--- src/rtl/utlb_refill.sv ---
`timescale 1ns/1ps
// Fully-associative micro-TLB in front of the JTLB: registered lookup, single-outstanding refill,
// kseg0/kseg1 bypass and user-mode protection. Optional macro UTLB_PAGEMASK_EN adds per-entry pagemask.
module utlb_refill #(
   parameter  int ENTRIES = 4,
   parameter  int VPN2_W  = 19,
   parameter  int PFN_W   = 20,
   parameter  int ASID_W  = 8,
   localparam int HALF_W  = PFN_W + 5,
   localparam int ENT_W   = VPN2_W + ASID_W + 13 + 2*HALF_W
) (
   input  logic              clk,
   input  logic              rst,
   input  logic [ASID_W-1:0] asid,
   input  logic [2:0]        config_k0,
   input  logic              user_m,
   input  logic              flush,
   input  logic              kill,
   input  logic              lk_valid,
   output logic              lk_ready,
   input  logic [VPN2_W-1:0] lk_vpn2,
   input  logic              lk_odd,
   output logic              resp_valid,
   output logic              resp_found,
   output logic [PFN_W-1:0]  resp_pfn,
   output logic              resp_v,
   output logic              resp_d,
   output logic              resp_cached,
   output logic              jtlb_req,
   output logic [VPN2_W-1:0] jtlb_vpn2,
   input  logic              jtlb_ack,
   input  logic              jtlb_found,
   input  logic [ENT_W-1:0]  jtlb_entry,
   output logic [2:0]        state_dbg
);
   // Handshakes: a lookup transfers on an edge with lk_valid & lk_ready (lk_ready only in IDLE);
   // jtlb_req stays high until an edge with jtlb_ack, and an ack seen outside REQ/WAIT is ignored.
   localparam int PTR_W = $clog2(ENTRIES);

   typedef enum logic [2:0] {S_IDLE, S_LOOK, S_REQ, S_WAIT, S_RESP} state_t;
   state_t state, state_nx;

   logic [VPN2_W-1:0]  va_vpn2;
   logic               va_odd;
   logic               drop, killed;
   logic [PTR_W-1:0]   victim;
   logic               jq_found;
   logic [HALF_W-1:0]  jq_half;

   logic [ENTRIES-1:0] e_valid, e_g;
   logic [VPN2_W-1:0]  e_vpn2 [ENTRIES];
   logic [ASID_W-1:0]  e_asid [ENTRIES];
   logic [HALF_W-1:0]  e_even [ENTRIES];
   logic [HALF_W-1:0]  e_odd  [ENTRIES];

   // Half format is {pfn, c[2:0], d, v}, matching the JTLB entry layout.
   logic [VPN2_W-1:0]  j_vpn2;
   logic [ASID_W-1:0]  j_asid;
   logic               j_g;
   logic [11:0]        j_mask;
   logic [HALF_W-1:0]  j_even, j_odd, j_half;
   assign j_vpn2 = jtlb_entry[ENT_W-1 -: VPN2_W];
   assign j_asid = jtlb_entry[ENT_W-VPN2_W-1 -: ASID_W];
   assign j_g    = jtlb_entry[2*HALF_W+12];
   assign j_mask = jtlb_entry[2*HALF_W +: 12];
   assign j_even = jtlb_entry[HALF_W +: HALF_W];
   assign j_odd  = jtlb_entry[0 +: HALF_W];

   logic [ENTRIES-1:0] hit_vec;
   logic [HALF_W-1:0]  ent_half [ENTRIES];
   logic [HALF_W-1:0]  hit_half;

`ifdef UTLB_PAGEMASK_EN
   logic [11:0] e_mask [ENTRIES];
   logic [12:0] va_bits;
   assign va_bits = {va_vpn2[11:0], va_odd};

   // Even/odd select is the VA bit just above the mask; masked PFN bits come from the VA.
   function automatic logic [HALF_W-1:0] page_half(input logic [HALF_W-1:0] ev,
                                                   input logic [HALF_W-1:0] od,
                                                   input logic [11:0] mask,
                                                   input logic [12:0] vab);
      logic [12:0]       sel_1h;
      logic [HALF_W-1:0] h;
      sel_1h  = {1'b0, mask} + 13'd1;
      h       = (|(vab & sel_1h)) ? od : ev;
      h[16:5] = (h[16:5] & ~mask) | (vab[11:0] & mask);
      return h;
   endfunction

   assign j_half = page_half(j_even, j_odd, j_mask, va_bits);
`else
   logic unused_mask;
   assign unused_mask = ^j_mask;

   function automatic logic [HALF_W-1:0] page_half(input logic [HALF_W-1:0] ev,
                                                   input logic [HALF_W-1:0] od,
                                                   input logic odd);
      return odd ? od : ev;
   endfunction

   assign j_half = page_half(j_even, j_odd, va_odd);
`endif

   for (genvar i = 0; i < ENTRIES; i++) begin : g_ent
      logic [VPN2_W-1:0] cmp_mask;
`ifdef UTLB_PAGEMASK_EN
      assign cmp_mask    = ~{{(VPN2_W-12){1'b0}}, e_mask[i]};
      assign ent_half[i] = page_half(e_even[i], e_odd[i], e_mask[i], va_bits);
`else
      assign cmp_mask    = '1;
      assign ent_half[i] = page_half(e_even[i], e_odd[i], va_odd);
`endif
      assign hit_vec[i] = e_valid[i] && ((e_vpn2[i] & cmp_mask) == (va_vpn2 & cmp_mask))
                          && (e_g[i] || (e_asid[i] == asid));
   end

   // At most one entry can match, so an OR of the matching halves is the hit mux.
   always_comb begin
      hit_half = '0;
      for (int i = 0; i < ENTRIES; i++)
         if (hit_vec[i]) hit_half = hit_half | ent_half[i];
   end

   logic unmapped, kseg1, prot, ack_take, fill_en, accept;
   assign unmapped  = (va_vpn2[VPN2_W-1 -: 2] == 2'b10);
   assign kseg1     = (va_vpn2[VPN2_W-1 -: 3] == 3'b101);
   assign prot      = user_m && va_vpn2[VPN2_W-1];
   assign lk_ready  = (state == S_IDLE);
   assign accept    = lk_valid && lk_ready;
   assign jtlb_req  = (state == S_REQ) || (state == S_WAIT);
   assign jtlb_vpn2 = va_vpn2;
   assign state_dbg = state;
   assign ack_take  = jtlb_req && jtlb_ack;
   assign fill_en   = ack_take && jtlb_found && !drop && !flush;

   logic              resp_load, nx_found, nx_v, nx_d, nx_cached;
   logic [PFN_W-1:0]  nx_pfn;

   always_comb begin
      state_nx  = state;
      resp_load = 1'b0;
      nx_found  = 1'b0;
      nx_pfn    = '0;
      nx_v      = 1'b0;
      nx_d      = 1'b0;
      nx_cached = 1'b0;
      case (state)
         S_IDLE: if (lk_valid) state_nx = S_LOOK;
         S_LOOK: begin
            state_nx = S_IDLE;
            if (!kill) begin
               if (unmapped) begin
                  resp_load = 1'b1;
                  nx_found  = 1'b1;
                  nx_pfn    = PFN_W'({va_vpn2[15:0], va_odd});
                  nx_v      = 1'b1;
                  nx_d      = 1'b1;
                  nx_cached = !kseg1 && (config_k0 == 3'b011);
               end else if (|hit_vec) begin
                  resp_load = 1'b1;
                  nx_found  = 1'b1;
                  nx_pfn    = hit_half[HALF_W-1:5];
                  nx_cached = (hit_half[4:2] == 3'b011);
                  nx_d      = hit_half[1];
                  nx_v      = hit_half[0];
               end else if (prot) begin
                  resp_load = 1'b1;
               end else begin
                  state_nx = S_REQ;
               end
            end
         end
         S_REQ, S_WAIT: begin
            if (jtlb_ack) state_nx = (killed || kill) ? S_IDLE : S_RESP;
            else          state_nx = S_WAIT;
         end
         S_RESP: begin
            state_nx = S_IDLE;
            if (!kill) begin
               resp_load = 1'b1;
               nx_found  = jq_found;
               nx_pfn    = jq_half[HALF_W-1:5];
               nx_cached = (jq_half[4:2] == 3'b011);
               nx_d      = jq_half[1];
               nx_v      = jq_half[0];
            end
         end
         default: state_nx = S_IDLE;
      endcase
      if (prot) nx_v = 1'b0;
   end

   always_ff @(posedge clk) begin
      if (rst) begin
         state       <= S_IDLE;
         va_vpn2     <= '0;
         va_odd      <= 1'b0;
         drop        <= 1'b0;
         killed      <= 1'b0;
         victim      <= '0;
         jq_found    <= 1'b0;
         jq_half     <= '0;
         e_valid     <= '0;
         resp_valid  <= 1'b0;
         resp_found  <= 1'b0;
         resp_pfn    <= '0;
         resp_v      <= 1'b0;
         resp_d      <= 1'b0;
         resp_cached <= 1'b0;
      end else begin
         state      <= state_nx;
         resp_valid <= resp_load;
         if (resp_load) begin
            resp_found  <= nx_found;
            resp_pfn    <= nx_pfn;
            resp_v      <= nx_v;
            resp_d      <= nx_d;
            resp_cached <= nx_cached;
         end
         if (accept) begin
            va_vpn2 <= lk_vpn2;
            va_odd  <= lk_odd;
            drop    <= 1'b0;
            killed  <= 1'b0;
         end else begin
            if (flush)            drop   <= 1'b1;
            if (kill && jtlb_req) killed <= 1'b1;
         end
         if (ack_take) begin
            jq_found <= jtlb_found;
            jq_half  <= jtlb_found ? j_half : '0;
         end
         // A flush on the fill edge wins: the victim slot stays invalid.
         if (flush)        e_valid         <= '0;
         else if (fill_en) e_valid[victim] <= 1'b1;
         if (fill_en) victim <= victim + PTR_W'(1);
      end
   end

   always_ff @(posedge clk) begin
      if (fill_en) begin
         e_vpn2[victim] <= j_vpn2;
         e_asid[victim] <= j_asid;
         e_g[victim]    <= j_g;
         e_even[victim] <= j_even;
         e_odd[victim]  <= j_odd;
`ifdef UTLB_PAGEMASK_EN
         e_mask[victim] <= j_mask;
`endif
      end
   end
endmodule

--- config.mk ---
export PLATFORM = sky130hd
export DESIGN_NAME = utlb_refill
export DESIGN_NICKNAME = d
export VERILOG_FILES = /design/src/rtl/utlb_refill.sv
export SDC_FILE = /design/constraint.sdc
export NUM_CORES = 1
export LEC_CHECK = 0
export BUFFER_PORTS_ARGS = -buffer_cell sky130_fd_sc_hd__buf_2
export CAP_MARGIN = 5
export CORE_MARGIN = 8
export CORE_UTILIZATION = 55
export DETAILED_ROUTE_END_ITERATION = 8
export GPL_ROUTABILITY_DRIVEN = 0
export PLACE_DENSITY = 0.83
export REMOVE_ABC_BUFFERS = 1
export SYNTH_ARGS = -nofsm -noshare
export SYNTH_HDL_FRONTEND = slang
export SYNTH_SLANG_ARGS = --single-unit
--- constraint.sdc ---
create_clock -name clk -period 8.2 [get_ports clk]
set_clock_uncertainty 0.15 [all_clocks]
set_input_delay 0 -clock clk [delete_from_list [all_inputs] [get_ports clk]]
set_output_delay 0 -clock clk [all_outputs]
set_load 0.005 [all_outputs]
Yosys cells after proc, flatten, opt, wreduce, memory -nomap -nowiden

Memory sizes are Yosys's and may differ from the RTL's.
Index checks and enable logic that the tools add are counted.

$add $sub $neg: 1
Order comparisons: 2
Equal/unequal tests: 18
Muxes and demuxes: 55
Bitwise logic cells: 4
Reductions and logical operators: 31

Operators by type and width:

| operator              | number |
|---|---|
| $mux W25              | 10 |
| $mux W20              | 4 |
| $eq A19 B19 Y1        | 4 |
| $or A25 B25 Y25       | 3 |
| $pmux W20 S2          | 1 |
| $eq A8 B8 Y1          | 4 |
| $mux W1               | 25 |
| $logic_and A1 B1 Y1   | 17 |
| $eq A3 B2 Y1 const B  | 5 |
| $pmux W1 S2           | 5 |
| $mux W3               | 3 |
| $pmux W3 S3           | 1 |
| $mux W2               | 4 |
| $eq A3 B3 Y1 const B  | 2 |
| $logic_or A1 B1 Y1    | 6 |
| $reduce_or A2 Y1      | 3 |
| $bwmux W4             | 1 |
| $or A4 B4 Y4          | 1 |
| $reduce_or A4 Y1      | 1 |
| $eq A3 B1 Y1 const B  | 1 |
| $logic_not A1 Y1      | 3 |
| $logic_not A3 Y1      | 1 |
| $lt A2 B3 Y1 const B  | 1 |
| $add A2 B1 Y2 const B | 1 |
| other kinds (4)       | 4 |

Bits in registers: 86
RAM bits: 308
Input bits: 129
Output and inout bits: 49
Logic and storage cells: 131
Memories kept: 4

Memories:

| name   | words | width | rd ports | clocked after Yosys merged registers in | wr ports | line | source |
|---|---|---|---|---|---|---|---|
| e_even | 4     | 25    | 4        | 0                                       | 1        | 53   | `logic [HALF_W-1:0] e_even [ENTRIES];` |
| e_odd  | 4     | 25    | 4        | 0                                       | 1        | 54   | `logic [HALF_W-1:0] e_odd [ENTRIES];` |
| e_vpn2 | 4     | 19    | 4        | 0                                       | 1        | 51   | `logic [VPN2_W-1:0] e_vpn2 [ENTRIES];` |
| e_asid | 4     | 8     | 4        | 0                                       | 1        | 52   | `logic [ASID_W-1:0] e_asid [ENTRIES];` |

Logic depth before layout (Yosys ltp)

An unclocked memory read counts as a cell.

Depth after elaboration: 16
Gate-level depth with buffers: 11

Worst setup path before layout

No wires, ideal clock.

Path type: register to register
From: reg state[1], in the netlist state_dbg[1]
To: mem e_asid[0][0] (enable)
Library setup time: 0.446 ns
Arrival time: 3.400 ns
Required time: 7.604 ns
Slack: 4.204 ns
Stages on the path, launching flop included: 7
Buffers on the path: 2
Clock period less this slack: 3.996 ns
Cells stage by stage: dfxtp_1 > nor2b_1 > and2_1 > clkbuf_1 > and3_1 > clkbuf_1 > and2_1

Word-level cells in the longest chain between the ends: 8

RTL lines:

| item                                  | line | source |
|---|---|---|
| start, declared                       | 41   | `state_t state, state_nx;` |
| start signal, assigned                | 212  | `state <= state_nx;` |
| $eq A3 B2 Y1                          | 131  | `assign jtlb_req = (state == S_REQ) \|\| (state == S_WAIT);` |
| $logic_or A1 B1 Y1 (*)                | 131  |  |
| via jtlb_req                          | 29   | `output logic jtlb_req,` |
| $logic_and A1 B1 Y1 (*)               | 134  | `assign ack_take = jtlb_req && jtlb_ack;` |
| $logic_and A1 B1 Y1 (*) (3 in series) | 135  | `assign fill_en = ack_take && jtlb_found && !drop && !flush;` |
| $mux W1 (*)                           | 242  | `if (fill_en) begin` |
| $mux W1 (implied by the code) (*)     | 244  | `e_asid[victim] <= j_asid;` |
| end, declared                         | 52   |  |

Mark *: on every way through the listed nets, which the timed path passes. The rest lies on a longest branch.

Final worst setup path

From: reg va_vpn2[18], in the netlist jtlb_vpn2[18]
To: reg resp_v

Word-level cells in the longest chain between the ends: 15

RTL lines:

| item                   | line | source |
|---|---|---|
| start, declared        | 43   | `logic [VPN2_W-1:0] va_vpn2;` |
| start signal, assigned | 222  | `va_vpn2 <= lk_vpn2;` |
| $eq A19 B19 Y1         | 114  | `assign hit_vec[i] = e_valid[i] && ((e_vpn2[i] & cmp_mask) == (va_vpn2 & cmp_mask))` |
| $logic_and A1 B1 Y1    | 114  |  |
| $logic_and A1 B1 Y1    | 115  | `&& (e_g[i] \|\| (e_asid[i] == asid));` |
| $mux W25               | 122  | `if (hit_vec[i]) hit_half = hit_half \| ent_half[i];` |
| $or A25 B25 Y25        | 122  |  |
| $mux W25               | 122  |  |
| $or A25 B25 Y25        | 122  |  |
| $mux W25               | 122  |  |
| $or A25 B25 Y25        | 122  |  |
| $mux W25               | 122  |  |
| $mux W1                | 160  | `end else if (\|hit_vec) begin` |
| $mux W1                | 153  | `if (unmapped) begin` |
| $mux W1                | 152  | `if (!kill) begin` |
| $pmux W1 S2            | 148  | `case (state)` |
| $mux W1                | 191  | `if (prot) nx_v = 1'b0;` |
| end signal, assigned   | 217  | `resp_v <= nx_v;` |
| end, declared          | 26   | `output logic resp_v,` |

Several ways; a longest one is shown, not always the timed one.
A chain may end at the register's enable or synchronous reset.

==> results.yml <==
synthesis:
  synth_edf_count: 312
  synth-seq-area-share_pct: 69.8
  avgSynthCellArea_um2: 14.3
  synth_largest_area_cell: "edfxtp_1"
  synth_common_cells: "312 x edfxtp_1, 97 x mux2i_1, 82 x dfxtp_1"
  netlist_instances: 1103
  synthArstFlopShare_pct: 0
  synth_area_um2: 15800
  yosys-top-cells-area: "edfxtp_1 59%, dfxtp_1 10%, mux2i_1 6.2%, xor2_1 4.4%, mux2_2 1.9%"
  ys_seq_elements: 394
  synth.most_common_cell: "edfxtp_1"
  synth_cell_types: 47
  synthFlopType: "edfxtp_1"
  synth_top_area_share_pct: 59.4
  yosysWarnings: 0
pwr:
  p_leak_nw: 6.87
  p_per_area_nw_per_um2: 219
  peakVddDrop_v: 0.000162
layout:
  fill_cells: 1892
  multi_input_area_um2: 4420
  final_nets: 1503
  regArea_um2: 11000
  drive_gt1_share_pct: 19.7
  stdcell_count: 1787
  area_growth_pct: 22.8
sta:
  max_freq_mhz: 270
  slew_headroom_pct: 24.7
  tns_ps: 0
  finalCriticalPeriod_ps: 3700
  setup_viol: 0
  worst_slew_pin_slew_ps: 1130
  drv_slew: 0
  finalCritPeriodShare_pct: 45.2
  rsz0062_at_grt: "false"
  fin_hold_ws_ps: 74.2
  finalHoldViolations: 0
clocking:
  cts.path.max_buffers: 3
  post-cts-setup-buffers: 0
  cts.sinks: 394
  cts_tree: "done"
  numCtsBuffers: 40
  path_clk_slew_ps: 70
  clk_latency_ps: 540
  cts.htree.levels: 2
  cts-root-buf: "clkbuf_16"
global_routing:
  grt_util_all_layers_pct: 23.4
  antenna_found_initial: 1
  grt_pass1_vias: 11000
  grt_pass1_wl_um: 61200
  grt_max_degree: 57
  overflow: 0
worst_setup_path:
  crit_required_ps: 8450
  worstSetupEndpointType: "flop"
  crit_slowest_cell: "dfxtp_1"
  arrival_ps: 3960
  worstSetupPathType: "reg2reg"
  path_cells: "xor2_1 > nor4_1 > nand3_1 > or4_1 > buf_4 > nand4_4 > o22ai_4 > nand2_1 > a21oi_1 > dlygate4sd3_1"
  cp_slowest_stage_delay_ps: 710
  cp_max_fo: 27
  startpoint_type: "flop"
run:
  drv_cap: 0
die:
  start_util_pct: 55.4
  die_y_um: 185
  coreArea_um2: 28500
  die_area_um2: 34400
  rows: 62
  die_width_um: 185
  io_pins: 178
route:
  wl_per_cell_um: 22.7
  post-route-drc-count: 0
  via_count: 10500
  viasPerCell: 5.86
  final_antenna_net_count: 0
  first_pass_iters: 5
  first_iter_violations: 904
  routed_wirelength_um: 40500
outcome:
  status: "finished clean"
placed_design:
  dp.cells: 1594
  dp_hpwl_um: 24000
  port_buffers: 165
worst_hold_path:
  min_path_type: "in2reg"
[final timing paths]
check	startpoint	to	slack, ps	depth (start not counted)
setup / recovery	jtlb_vpn2[18]	resp_v	4500	10
hold / removal	jtlb_entry[66]	e_asid[0][3]	70	2
setup reg to reg	jtlb_vpn2[18]	resp_v	4500	10
hold reg to reg	jq_half[24]	jq_half[24]	300	2
[critical path: cells and delay by family, from the launching register on]
| family | cells | cell delay, ps |
|---|---|---|
| buffers and inverters | 2 | 900 |
| xor gates and xnor gates | 1 | 140 |
| DFF | 1 | 710 |
| and+or+nand+nor | 5 | 1380 |
| AOI/OAI and AO/OA | 2 | 280 |
[sequential cells by signal, summed over array words and instances (netlist names), 2 cells and up]
signal     flops
e_vpn2        76
jq_half       25
victim         2
e_odd        100
e_g            4
e_asid        32
jtlb_vpn2     19
e_valid        4
state_dbg      3
resp_pfn      20
e_even       100
[through the flow]
| stage | setup WS [ps] | cell area (um2) | util, % | power (W) |
|---|---|---|---|---|
| 6_report | 4500 | 19400 | 68.0 | 0.00424 |
| 5_1_grt | 4350 | 19400 | 68.0 | 0.00435 |
| 4_1_cts | 4620 | 19400 | 68.0 | 0.00425 |
| 3_5_place_dp | 4700 | 16900 | 59.3 | 0.00244 |
| 3_3_place_gp | 4770 | 16900 | 59.3 | 0.00244 |
| 2_1_floorplan | 2970 | 15500 | - | 0.00234 |
[power breakdown]
part	internal, W	total (W)	switching (W)
Clock	0.00105	0.00178	0.000730
Combinational	0.000125	0.000262	0.000136
Sequential	0.00216	0.00219	0.0000304
Total	0.00334	0.00424	0.000897
[layout by cell type (no fill, tap or decap), drive strengths merged, types with 43 or more instances in the layout]
cell | synthesis | routed
a21oi | 58 | 58
nor2 | 46 | 46
edfxtp | 312 | 312
xor2 | 80 | 80
buf | 26 | 181
clkbuf | 48 | 60
dlygate4sd3 | 0 | 118
o22ai | 43 | 43
nand2 | 78 | 78
mux2i | 97 | 97
dfxtp | 82 | 82
[cell families after synthesis]
kind of cell               after synthesis  share of synthesized area (%)
buffers and inverters                   83                           2.24
muxes                                  123                           8.01
xor gates and xnor gates               109                           6.05
adders and majority gates                4                          0.317
DFF                                    394                           69.8
AOI/OAI and AO/OA                      150                           6.08
and+or+nand+nor                        240                           7.50
[layout make-up]
type	instances	area share, %
Antenna cell	1	0.0129
Clock buffer	60	6.03
Clock inverter	14	0.652
Inverter	9	0.174
Multi-Input combinational cell	626	22.8
Sequential cell	394	56.9
Tap cell	384	2.48
Timing Repair Buffer	299	11.0
[per-layer routing]
metal / vias up / global-route usage (%) / share of wire (%)
met5: - / 0 / 0
met4: 0 / 7.78 / 2.7
met3: 91 / 5.04 / 9.9
met2: 587 / 40.5 / 50
met1: 5120 / 28.7 / 37
li1: 4668 / - / -
[repair_timing]
action / in CTS / in global routing
gates resized for setup: 0 / 0
hold endpoints to repair: 375 / 0
hold buffers: 118 / 0
Note: power is estimated with default switching activity, not from simulation.
